==> config.mk <==
export PLATFORM = sky130hd
export DESIGN_NAME = ex_muldiv_unit
export DESIGN_NICKNAME = d
export VERILOG_FILES = /design/src/rtl/ex_muldiv_unit.sv
export SDC_FILE = /design/constraint.sdc
export NUM_CORES = 1
export LEC_CHECK = 0
export BUFFER_PORTS_ARGS = -buffer_cell sky130_fd_sc_hd__buf_4
export CORE_ASPECT_RATIO = 1.75
export CORE_MARGIN = 4
export CORE_UTILIZATION = 63
export CTS_CLUSTER_SIZE = 28
export DETAILED_ROUTE_END_ITERATION = 10
export PLACE_DENSITY = 0.87
export SETUP_SLACK_MARGIN = 0.2
export SYNTH_ARGS = -nofsm -noshare
export SYNTH_HDL_FRONTEND = slang
export SYNTH_SLANG_ARGS = --single-unit
==> constraint.sdc <==
create_clock -name clk -period 7.55 [get_ports clk]
set_input_delay 2.265 -clock clk [delete_from_list [all_inputs] [get_ports clk]]
set_output_delay 2.265 -clock clk [all_outputs]
set_load 0.005 [all_outputs]
==> src/rtl/ex_muldiv_unit.sv <==
// Iterative unsigned multiply/divide unit for the execute stage: shift-add multiply,
// restoring divide, UNROLL iterations per clock, pipeline stall while busy.
module ex_muldiv_unit #(
   parameter int WIDTH  = 16,
   parameter int UNROLL = 1
) (
   input  logic             clk,
   input  logic             rst,
   input  logic             start,
   input  logic [1:0]       op,
   input  logic [1:0]       fwd_a,
   input  logic [1:0]       fwd_b,
   input  logic [WIDTH-1:0] rs_data,
   input  logic [WIDTH-1:0] rt_data,
   input  logic [WIDTH-1:0] exmem_data,
   input  logic [WIDTH-1:0] wb_data,
   input  logic             flush,
   output logic             stall,
   output logic             done,
   output logic [WIDTH-1:0] result,
   output logic             div_by_zero
);

   localparam int N     = WIDTH / UNROLL;
   localparam int CNT_W = (N > 1) ? $clog2(N) : 1;

   typedef enum logic [1:0] {IDLE, RUN, DONE} state_t;

   state_t             state, state_nx;
   logic [CNT_W-1:0]   cnt;
   logic [1:0]         op_q;
   logic [WIDTH-1:0]   m_q, hi_q, lo_q;
   logic [WIDTH-1:0]   hi_nx, lo_nx, a_sel, b_sel, res_c;
   logic [2*WIDTH-1:0] acc_c;
   logic               accept, last;

   // One iteration. Multiply: {hi,lo} holds partial product over the shifting
   // multiplier. Divide: hi is the partial remainder, lo the dividend turning
   // into the quotient. The extra diff bit keeps B==0 on the subtract path.
   function automatic logic [2*WIDTH-1:0] step(input logic is_div,
                                               input logic [WIDTH-1:0] hi,
                                               input logic [WIDTH-1:0] lo,
                                               input logic [WIDTH-1:0] m);
      logic [WIDTH:0]   sum;
      logic [WIDTH:0]   t;
      logic [WIDTH+1:0] diff;
      sum  = '0;
      t    = '0;
      diff = '0;
      if (!is_div) begin
         sum  = {1'b0, hi} + (lo[0] ? {1'b0, m} : '0);
         step = {sum, lo[WIDTH-1:1]};
      end else begin
         t    = {hi, lo[WIDTH-1]};
         diff = {1'b0, t} - {2'b00, m};
         if (!diff[WIDTH+1])
            step = {diff[WIDTH-1:0], lo[WIDTH-2:0], 1'b1};
         else
            step = {t[WIDTH-1:0], lo[WIDTH-2:0], 1'b0};
      end
   endfunction

   always_comb begin
      case (fwd_a)
         2'b01:   a_sel = exmem_data;
         2'b10:   a_sel = wb_data;
         default: a_sel = rs_data;
      endcase
      case (fwd_b)
         2'b01:   b_sel = exmem_data;
         2'b10:   b_sel = wb_data;
         default: b_sel = rt_data;
      endcase
   end

   always_comb begin
      acc_c = {hi_q, lo_q};
      for (int i = 0; i < UNROLL; i++)
         acc_c = step(op_q[1], acc_c[2*WIDTH-1:WIDTH], acc_c[WIDTH-1:0], m_q);
      hi_nx = acc_c[2*WIDTH-1:WIDTH];
      lo_nx = acc_c[WIDTH-1:0];
      // MULHU and REMU live in the upper half, MUL and DIVU in the lower half
      res_c = op_q[0] ? hi_nx : lo_nx;
   end

   assign accept = (state == IDLE) && start && !flush;
   assign last   = (cnt == CNT_W'(N - 1));
   assign stall  = !rst && (accept || ((state == RUN) && !flush));
   assign done   = (state == DONE);

   always_comb begin
      state_nx = state;
      case (state)
         IDLE:    if (accept) state_nx = RUN;
         RUN:     if (flush) state_nx = IDLE;
                  else if (last) state_nx = DONE;
         DONE:    state_nx = IDLE;
         default: state_nx = IDLE;
      endcase
   end

   always_ff @(posedge clk) begin
      if (rst) begin
         state       <= IDLE;
         cnt         <= '0;
         result      <= '0;
         div_by_zero <= 1'b0;
      end else begin
         state <= state_nx;
         if (accept)
            cnt <= '0;
         else if (state == RUN)
            cnt <= cnt + CNT_W'(1);
         if ((state == RUN) && last && !flush) begin
            result      <= res_c;
            div_by_zero <= op_q[1] && (m_q == '0);
         end
      end
   end

   // Operand/working registers carry no reset; they are loaded on accept.
   always_ff @(posedge clk) begin
      if (accept) begin
         op_q <= op;
         m_q  <= op[1] ? b_sel : a_sel;
         hi_q <= '0;
         lo_q <= op[1] ? a_sel : b_sel;
      end else if (state == RUN) begin
         hi_q <= hi_nx;
         lo_q <= lo_nx;
      end
   end

endmodule
# Word level (Yosys, flattened, before mapping)
# Cells that the tools add are included.
dict set report totals {
  register_bits 73
  input_bits 74
  out_inout_bits 19
  elab_cells 49
}
dict set report op_classes {
  n_addsub 3
  n_eq_ne 9
  n_mux 14
  reduce_logical 15
}
# op count
set ops {}
lappend ops {{two-way mux 16 bit} 6}
lappend ops {{two-way mux 32 bit} 2}
lappend ops {{one-hot mux 16 bit (2 select lines)} 2}
lappend ops {{subtractor 17 x 16 -> 18 bit} 1}
lappend ops {{adder 16 x 16 -> 17 bit} 1}
lappend ops {{zero test 16 bit} 1}
lappend ops {{logical AND 1 bit} 7}
lappend ops {{equality test 2 x 1 -> 1 bit, second input constant} 3}
lappend ops {{equality test 2 bit, second input constant} 3}
lappend ops {{two-way mux 2 bit} 3}
lappend ops {{adder 4 x 1 -> 4 bit, second input constant} 1}
lappend ops {{equality test 4 bit, second input constant} 1}
lappend ops {{one-hot mux 2 bit (2 select lines)} 1}
lappend ops {{!= test 3 bit, second input constant} 1}
lappend ops {{zero test 1 bit} 2}
lappend ops {{zero test 2 bit} 1}
lappend ops {{!= test 2 bit, second input constant} 1}
lappend ops {{AND reduction 2 bit} 1}
lappend ops {{nonzero test 2 bit} 1}
lappend ops {{OR reduction 2 bit} 1}
lappend ops {{logical OR 1 bit} 1}

# Longest topological paths before layout
# Gate-level depths: netlist of the first run.
dict set report depth {
  word_depth 5
  mapped_depth 12
  ltp_nobuf 11
}

# Worst setup path before layout of the first run
# No wires, ideal clock.
dict set report synth_timing {
  path_type {input to output}
  start {input port flush}
  end {output port stall}
  arrival_ns 3.083
  required_time_ns 5.285
  setup_slack_ns 2.202
  stages 3
  n_path_buf 1
  cell_sequence {or4b_1 -> clkbuf_1 -> a21oi_1}
}
dict set report synth_between {
  elab_chain_cells 4
  word_cells_on_any_way 5
  cone_classes {5 x reduce/logical}
}
# element line_no
set synth_rtl {}
lappend synth_rtl {{start, declared} 17} ;# input logic flush,
lappend synth_rtl {{zero test 1 bit *} {86, 88}}
lappend synth_rtl {{logical AND 1 bit (on tied branches)} {86, 88}}
lappend synth_rtl {{logical OR 1 bit *} 88} ;# assign stall = !rst && (accept || ((state == RUN) && !flush));
lappend synth_rtl {{logical AND 1 bit *} 88}
lappend synth_rtl {{end, declared} 18} ;# output logic stall,
# Mark *: on every way between the ends. The rest lies on a longest branch, timed or not.

# Worst setup path after layout of the first run
# Ends and elaborated chain as after synthesis.

==> metrics.md, run 1 <==
| Metric | Value |
|---|---|
| Synth Net Count | 873 |
| Hold Startpoint | div_by_zero |
| Clk_lat worst skew | 0.33 ns |
| Reg2reg end | result[0] |
| Total GRT Usage | 33.9% |
| Max cap viols | 0 |
| Die area | 11,400 sq um |
| Register area | 1800 sq um |
| # port buffers | 92 |
| Clk slew on worst S/H paths | ~0.060 ns |
| CTS tree | built |
| Area of the multi-input gates | 3990 sq um |
| Vias/cell | 6.54 |
| Cell Rows | 47 |
| Critical path class | in -> out |
| Synth Instances | 760 |
| Static leakage | 3.03 nW |
| Final min period | between 6 and 7 ns |
| Vias in the first global route | 6,040 |
| Ant. Diodes | 0 |
| CORE AREA | ~9500 sq um |
| Skew final | 0.00475 ns |
| Cts hold-fix bufs | 0 |
| First-pass GRT wire length | 29,900 um |
| Max VDD drop | 0.148 mV |
| Largest net degree at the start of global routing | 55 |
| R2R depth | 9 |
| GP Congestion | 0.956 |
| Dpl hpwl | around 15,000 um |
| Cell taking the most area after synthesis | edfxtp_1 |
| Max Clock Freq | 163 MHz |
| First-pass iteration count of the detailed router | 5 |
| Share of flip-flops with an asynchronous set or reset | 0% |
| Share of layout cells above drive strength 1 | 15.1% |
| Synth top area share | between 10% and 20% |
| Die span in y | between 100 and 150 um |
| Hold depth | 2 |
| Initial antenna violation count | 0 |
| Number of warning messages in the yosys log | 0 |
| Antenna viol nets, final | 0 |
| I/O pins | 93 |
| Synth area leaders | edfxtp_1 (17%), dfxtp_1 (13%), ha_1 (7.6%), a21oi_1 (6.4%), mux2i_1 (6.1%) |
| Crit start category | input port |
| H-tree levels | 3 |
| CP Capture Type | output port |
| Total Neg Setup Slack | 0 ns |
| Status | finished clean |
| Worst Hold Path EP | div_by_zero |
| CTS root buffer | clkbuf_16 |
| Pwr dens | around 220 nW/um^2 |
| DRT iter0 DRCs | 464 |
| Avg Cell Area, Syn | 8.03 sq um |
| DR DRC count | 0 |
| DRT Wirelength | 18,800 um |
| RSZ-0062 raised after global routing | false |
| Area growth syn-to-layout | 16.9% |
| Slew Limit Headroom | 25.4% |
| GR Overflow Total | 0 |
| Die width | 82.4 um |
| CTS Buffer Depth | 2 |
| EDFF count, synth | 34 |
| Routed len/inst | 19.8 um |
| Period utilization | 81.0% |
| Reg2Reg Setup Slack | 4.12 ns |
| Register area share after synthesis | 29.5% |
| Final hold vios | 0 |
| Mapped cell area | 6100 sq um |
| Crit path required time | around 5.3 ns |
| Synth Flop Type | dfxtp_1 |
| CP Max Fanout | 34 |
| Post-synthesis register bit count | 73 |
| Cts bufs inserted | 9 |
| Arr. time, crit path | 3.85 ns |
| Routed vias | 6,203 |
| Final Max Slew Viols | 0 |
| Final setup violating endpoints | 0 |
| Post-route cell area | 7130 sq um |
| Post-cts sizing count | 0 |
| Critical R2R Launch | m_q[8] |
| Clock tree sinks | 73 |
| Initial Util | ~64% |
| Area after DPL | 6790 sq um |
| HP Class | reg -> reg |
| Synth cell types | 65 |
| Final nets | slightly above 900 |
| Fillers | 724 |
| Setup bufs post-CTS | 0 |
| Slew @ Worst Pin | 1.12 ns |
==> worst max path at each step <==
stage                     start  endpoint  slack (ns)  depth (start not counted)
final                     flush     stall        1.43                          4
after global routing      flush     stall        1.30                          4
after CTS                 flush     stall        1.43                          4
after detailed placement  flush     stall        1.44                          4
after global placement    flush     stall        1.45                          4
after floorplan           flush     stall        2.20                          3
==> where the power goes <==
group | total, W | internal [W] | switching, W
logic | 0.000609 | 0.000247 | 0.000362
clock network | 0.000472 | 0.000299 | 0.000172
registers | 0.000501 | 0.000456 | 0.0000447
==> registers in the layout, summed over array words and instances (netlist names) <==
name         cells
cnt              4
div_by_zero      1
hi_q            16
lo_q            16
m_q             16
op_q             2
result          16
state            2
==> cells in the mapped netlist, types with 8 or more instances <==
master and count:
nor4_1 8, ha_1 37, clkbuf_1 45, a21o_1 10
xnor2_1 16, o21ai_0 21, nor2b_1 21, o211ai_1 11
nand2_1 41, and2_1 21, nand3_1 19, dfxtp_1 39
inv_1 31, nor2_1 88, a211oi_1 8, edfxtp_1 34
nor3_1 28, mux2i_1 37, o21ai_1 23, xor2_1 10
a22oi_1 35, a21oi_1 78, a31oi_1 11, o21a_1 9
==> per-stage QoR <==
step | instances | worst slack [ns] | hold slack, ns | power [W] | utilization [%]
floorplan | 760 | 2.20 | 0.448 | 0.000932 | -
global placement | 932 | 1.45 | 0.455 | 0.00108 | 71.7
detailed placement | 932 | 1.44 | 0.469 | 0.00110 | 71.7
CTS | 948 | 1.43 | 0.483 | 0.00157 | 75.3
finish | 948 | 1.43 | 0.485 | 0.00158 | 75.3
global route | 948 | 1.30 | 0.512 | 0.00166 | 75.3
==> routing by layer <==
layer | up-vias | wire, um | GRT usage (%)
met1 | 2873 | 6900 | 37.7
met5 | - | 0 | 0
met2 | 297 | 9540 | 58.3
met3 | 86 | 1150 | 5.08
met4 | 0 | 1170 | 20.1
li1 | 2947 | - | -
==> layout make-up <==
class	count	area share [%]
inverters	32	1.68
flip-flops and latches	73	25.3
clock buffers	11	3.86
repair buffers	97	10.2
multi-input cells	608	55.9
clock inverters	5	0.895
well taps	122	2.14
==> kinds of logic after synthesis <==
kind of cell    after synthesis  synth area share [%]
simple gates                256                  20.4
mux                          37                  6.07
flops                        73                  29.5
fa+ha+maj                    39                  8.25
xor+xnor                     26                  3.73
compound gates              250                  27.0
buf+inv                      79                  5.05
==> worst max-delay path: stages <==
cell     delay, ns
buf_4         0.11
or4b_1        0.97
a21oi_1       0.36
buf_4         0.15
==> cell usage in the layout, fill, tap and decap left out, drive strengths merged, types with 3 or more instances in the layout <==
cell type and n:
a211oi 8, a21o 10, a21oi 79, a22o 3
a22oi 35, a31oi 12, a32o 7, and2 21
and3 6, buf 97, clkbuf 11, dfxtp 39
edfxtp 34, ha 37, inv 35, mux2i 37
nand2 41, nand2b 4, nand3 19, nand3b 3
nand4 6, nor2 90, nor2b 21, nor3 28
nor3b 3, nor4 8, o2111ai 3, o211ai 12
o21a 10, o21ai 44, o31ai 5, or3 3
xnor2 16, xor2 10
(Power assumes the default switching activity.)
==> run 2: changes to the inputs <==
- ABC_AREA: default -> 1
- CORE_UTILIZATION: 63 -> 53
- PLACE_DENSITY: 0.87 -> 0.78
- clock period: 7.55 -> 5 ns (I/O delays scaled with it)
==> run 2 against run 1 <==
  * Sequential power up 51%
  * Via count up 14%
  * Flip-flop and latch count unchanged
  * Cell count up 29%
  * Largest cell class unchanged
  * Die area up 26%
  * Critical path type unchanged
==> metrics.md, run 2 <==
| Metric | Value |
|---|---|
| Status | finished clean |
| M1 GR Usage | 31.4% |
| Top cell by count, worst path | buf_4 |
| Synth Net Count | around 1.1k |
| Hold Startpoint | result[6] |
| HP Class | reg -> reg |
| EDFF count, synth | 34 |
| Pwr dens | 302 nW/um^2 |
| Crit path buf inv count | 3 |
| Min Hold Slack | 0.465 ns |
| Synth Area in Simple Gates | 28.9% |
| Initial Util | 54.4% |
| Register area share after synthesis | 27.3% |
| Slew @ Worst Pin | 0.823 ns |
| CP Max Fanout | 2 |
| Synth cell types | 47 |
| Cell taking the most area after synthesis | edfxtp_1 |
| CTS root buffer | clkbuf_16 |
| First-pass GRT wire length | 35,200 um |
| Largest delay share family, worst path | buffers and inverters |
| Slowest CP cell | a21oi_1 |
| XOR/XNOR share of the synthesized area | less than 1% |
| First-pass iteration count of the detailed router | 5 |
| Reg2Reg Setup Slack | approximately 2.1 ns |
| Crit start category | input port |
| Post-synthesis register bit count | 73 |
| Worst Hold Path EP | result[6] |
| Antenna viol nets, final | 0 |
| Dpl hpwl | 17,000 um |
| Routed len/inst | between 15 and 20 um |
| Setup bufs post-CTS | 0 |
| Met3 GRT Util | under 10% |
| Initial antenna violation count | 0 |
| Synth top area share | 15.5% |
| Area of the multi-input gates | 3870 sq um |
| Clk_lat worst skew | 0.34 ns |
| # port buffers | 92 |
| Avg Cell Area, Syn | roughly 6.7 sq um |
| Main combinational cell family by area after synthesis | simple AND/OR/NAND/NOR gates |
| Worst Setup Slack, final | 1.41 ns |
| Crit path required time | 3.50 ns |
| H-tree levels | 3 |
| Share of flip-flops with an asynchronous set or reset | 0% |
| Vias/cell | 5.79 |
| R2R depth | 10 |
| Post-cts sizing count | 0 |
| CTS Buffer Depth | 2 |
| Critical R2R Launch | m_q[14] |
| Final total power | 0.00229 W |
| Area growth syn-to-layout | 14.6% |
| Final setup violating endpoints | 0 |
| Slew Limit Headroom | 44.8% |
| Post-synthesis compound-gate area fraction | 21.0% |
| Top post-synthesis cells by count | nand2_1 (249), inv_1 (170), o21ai_0 (78), nand3_1 (56), a21oi_1 (47) |
| Cts bufs inserted | 9 |
| Cts hold-fix bufs | 0 |
| Arr. time, crit path | 2.09 ns |
| Pre-CTS setup slack | 1.40 ns |
| Die area | approximately 14,000 sq um |
| Share of layout cells above drive strength 1 | 15.2% |
| GR peak layer | met2 |
| Final Max Slew Viols | 0 |
| CTS tree | built |
| Reg2reg end | result[3] |
| Synth Flop Type | dfxtp_1 |
| Clk slew on worst S/H paths | 0.06 ns |
| DRT iter0 DRCs | 608 |
| Routed vias | about 7k |
| Largest net degree at the start of global routing | 50 |
| Synth Instances | 988 |
| Final nets | 1,164 |
| Static leakage | 3.79 nW |
| Fillers | 1,164 |
| Max Clock Freq | 279 MHz |
| Total GRT Usage | 31.4% |
| Vias in the first global route | 6,976 |
| Mapped cell area | 6610 sq um |
| Final hold vios | 0 |
| Synth area leaders | edfxtp_1 (15%), nand2_1 (14%), dfxtp_1 (12%), inv_1 (9.7%), ha_1 (7.0%) |
| Commonest non-fill, non-tap cell in the layout | nand2_1 |
| Delay of the slowest cell on the worst path | 0.20 ns |
| CP Capture Type | output port |
| RSZ-0062 raised after global routing | false |
| Max cap viols | 0 |
| Commonest non-fill, non-tap cells in the layout | nand2_1 (249), inv_1 (170), buf_4 (96), o21ai_0 (78), nand3_1 (56) |
| Register area | 1800 sq um |
| GR Overflow Total | 0 |
| CORE AREA | 12,100 sq um |
| Period utilization | 71.8% |
| Total Neg Setup Slack | 0 ns |
| Most frequent cell after synthesis | nand2_1 |
| Max VDD drop | 0.210 mV |
| DR DRC count | 0 |
| Cell Rows | 53 |
| Skew final | 0.00899 ns |
| I/O pins | 93 |
| Ant. Diodes | 0 |
| Met2 GRT Util | ~57% |
| GP Congestion | 1.05 |
| Crit path cell chain | buf_4, inv_1, nand3_1, a21oi_1, buf_4 |
| Post-Synth Adder-Cell Area | 7.62% |
| Die span in y | 156 um |
| Critical path class | in -> out |
| Die width | 92.4 um |
| Mux share of post-synthesis cell area | 0.152% |
| Hold depth | 2 |
| Final min period | 3.59 ns |
| Number of warning messages in the yosys log | 0 |
| DRT Wirelength | 21,900 um |
| Clock tree sinks | 73 |
run 2: cell types whose count changed in the layout (fill, tap and decap cells not counted), sizes merged, moves of 36 or more:
| cell | before | now |
|---|---|---|
| nor2 | 90 | 47 |
| mux2i | 37 | 1 |
| nand3 | 19 | 70 |
| inv | 35 | 183 |
| nand2 | 41 | 256 |
| o21ai | 44 | 85 |
run 2: logic make-up after synthesis:
kind of cell	Yosys count
xor gates and xnor gates	7
buffers and inverters	226
DFF	73
muxes	1
AOI/OAI and AO/OA	224
and+or+nand+nor	418
adders and majority gates	39
run 2: area by class of cell:
| cell class | instances | share of cell area (%) |
|---|---|---|
| Clock buffer | 11 | 3.36 |
| Clock inverter | 5 | 0.446 |
| Inverter | 182 | 9.03 |
| Multi-Input combinational cell | 689 | 51.1 |
| Sequential cell | 73 | 23.8 |
| Tap cell | 165 | 2.73 |
| Timing Repair Buffer | 96 | 9.52 |
run 2: worst max path at each step:
stage / start / to / slack (ns) / cells past startpoint
CTS: flush / stall / 1.41 / 5
global route: flush / stall / 1.36 / 5
global placement: flush / stall / 1.44 / 5
finish: flush / stall / 1.41 / 5
floorplan: flush / stall / 1.58 / 3
detailed placement: fwd_a[0] / lo_q[7] / 1.40 / 9
run 2: metal layers:
metal  share of wire (%)  vias to the layer above
met2                  52                      323
met1                  33                     3188
met5                   0                        -
met3                 5.3                      106
met4                 9.3                        0
li1                    -                     3453
run 2: report_power, final:
part / total [W] / switching [W] / internal, W
Clock: 0.000631 / 0.000262 / 0.000368
Combinational: 0.000899 / 0.000586 / 0.000312
Sequential: 0.000757 / 0.0000719 / 0.000685
run 2: through the flow:
step / util [%] / instances / instance area, sq um
after global routing: 62.4 / 1221 / 7570
after global placement: 60.0 / 1205 / 7280
final: 62.4 / 1221 / 7570
after CTS: 62.4 / 1221 / 7570
after detailed placement: 60.0 / 1205 / 7280
after floorplan: - / 988 / 6610
run 2: worst min-delay path, delay by kind of cell (launching register included):
kind / cells / cell delay (ns)
AND/OR/NAND/NOR: 1 / 0.06
AO/OA/AOI/OAI: 1 / 0.05
flip-flops: 1 / 0.31
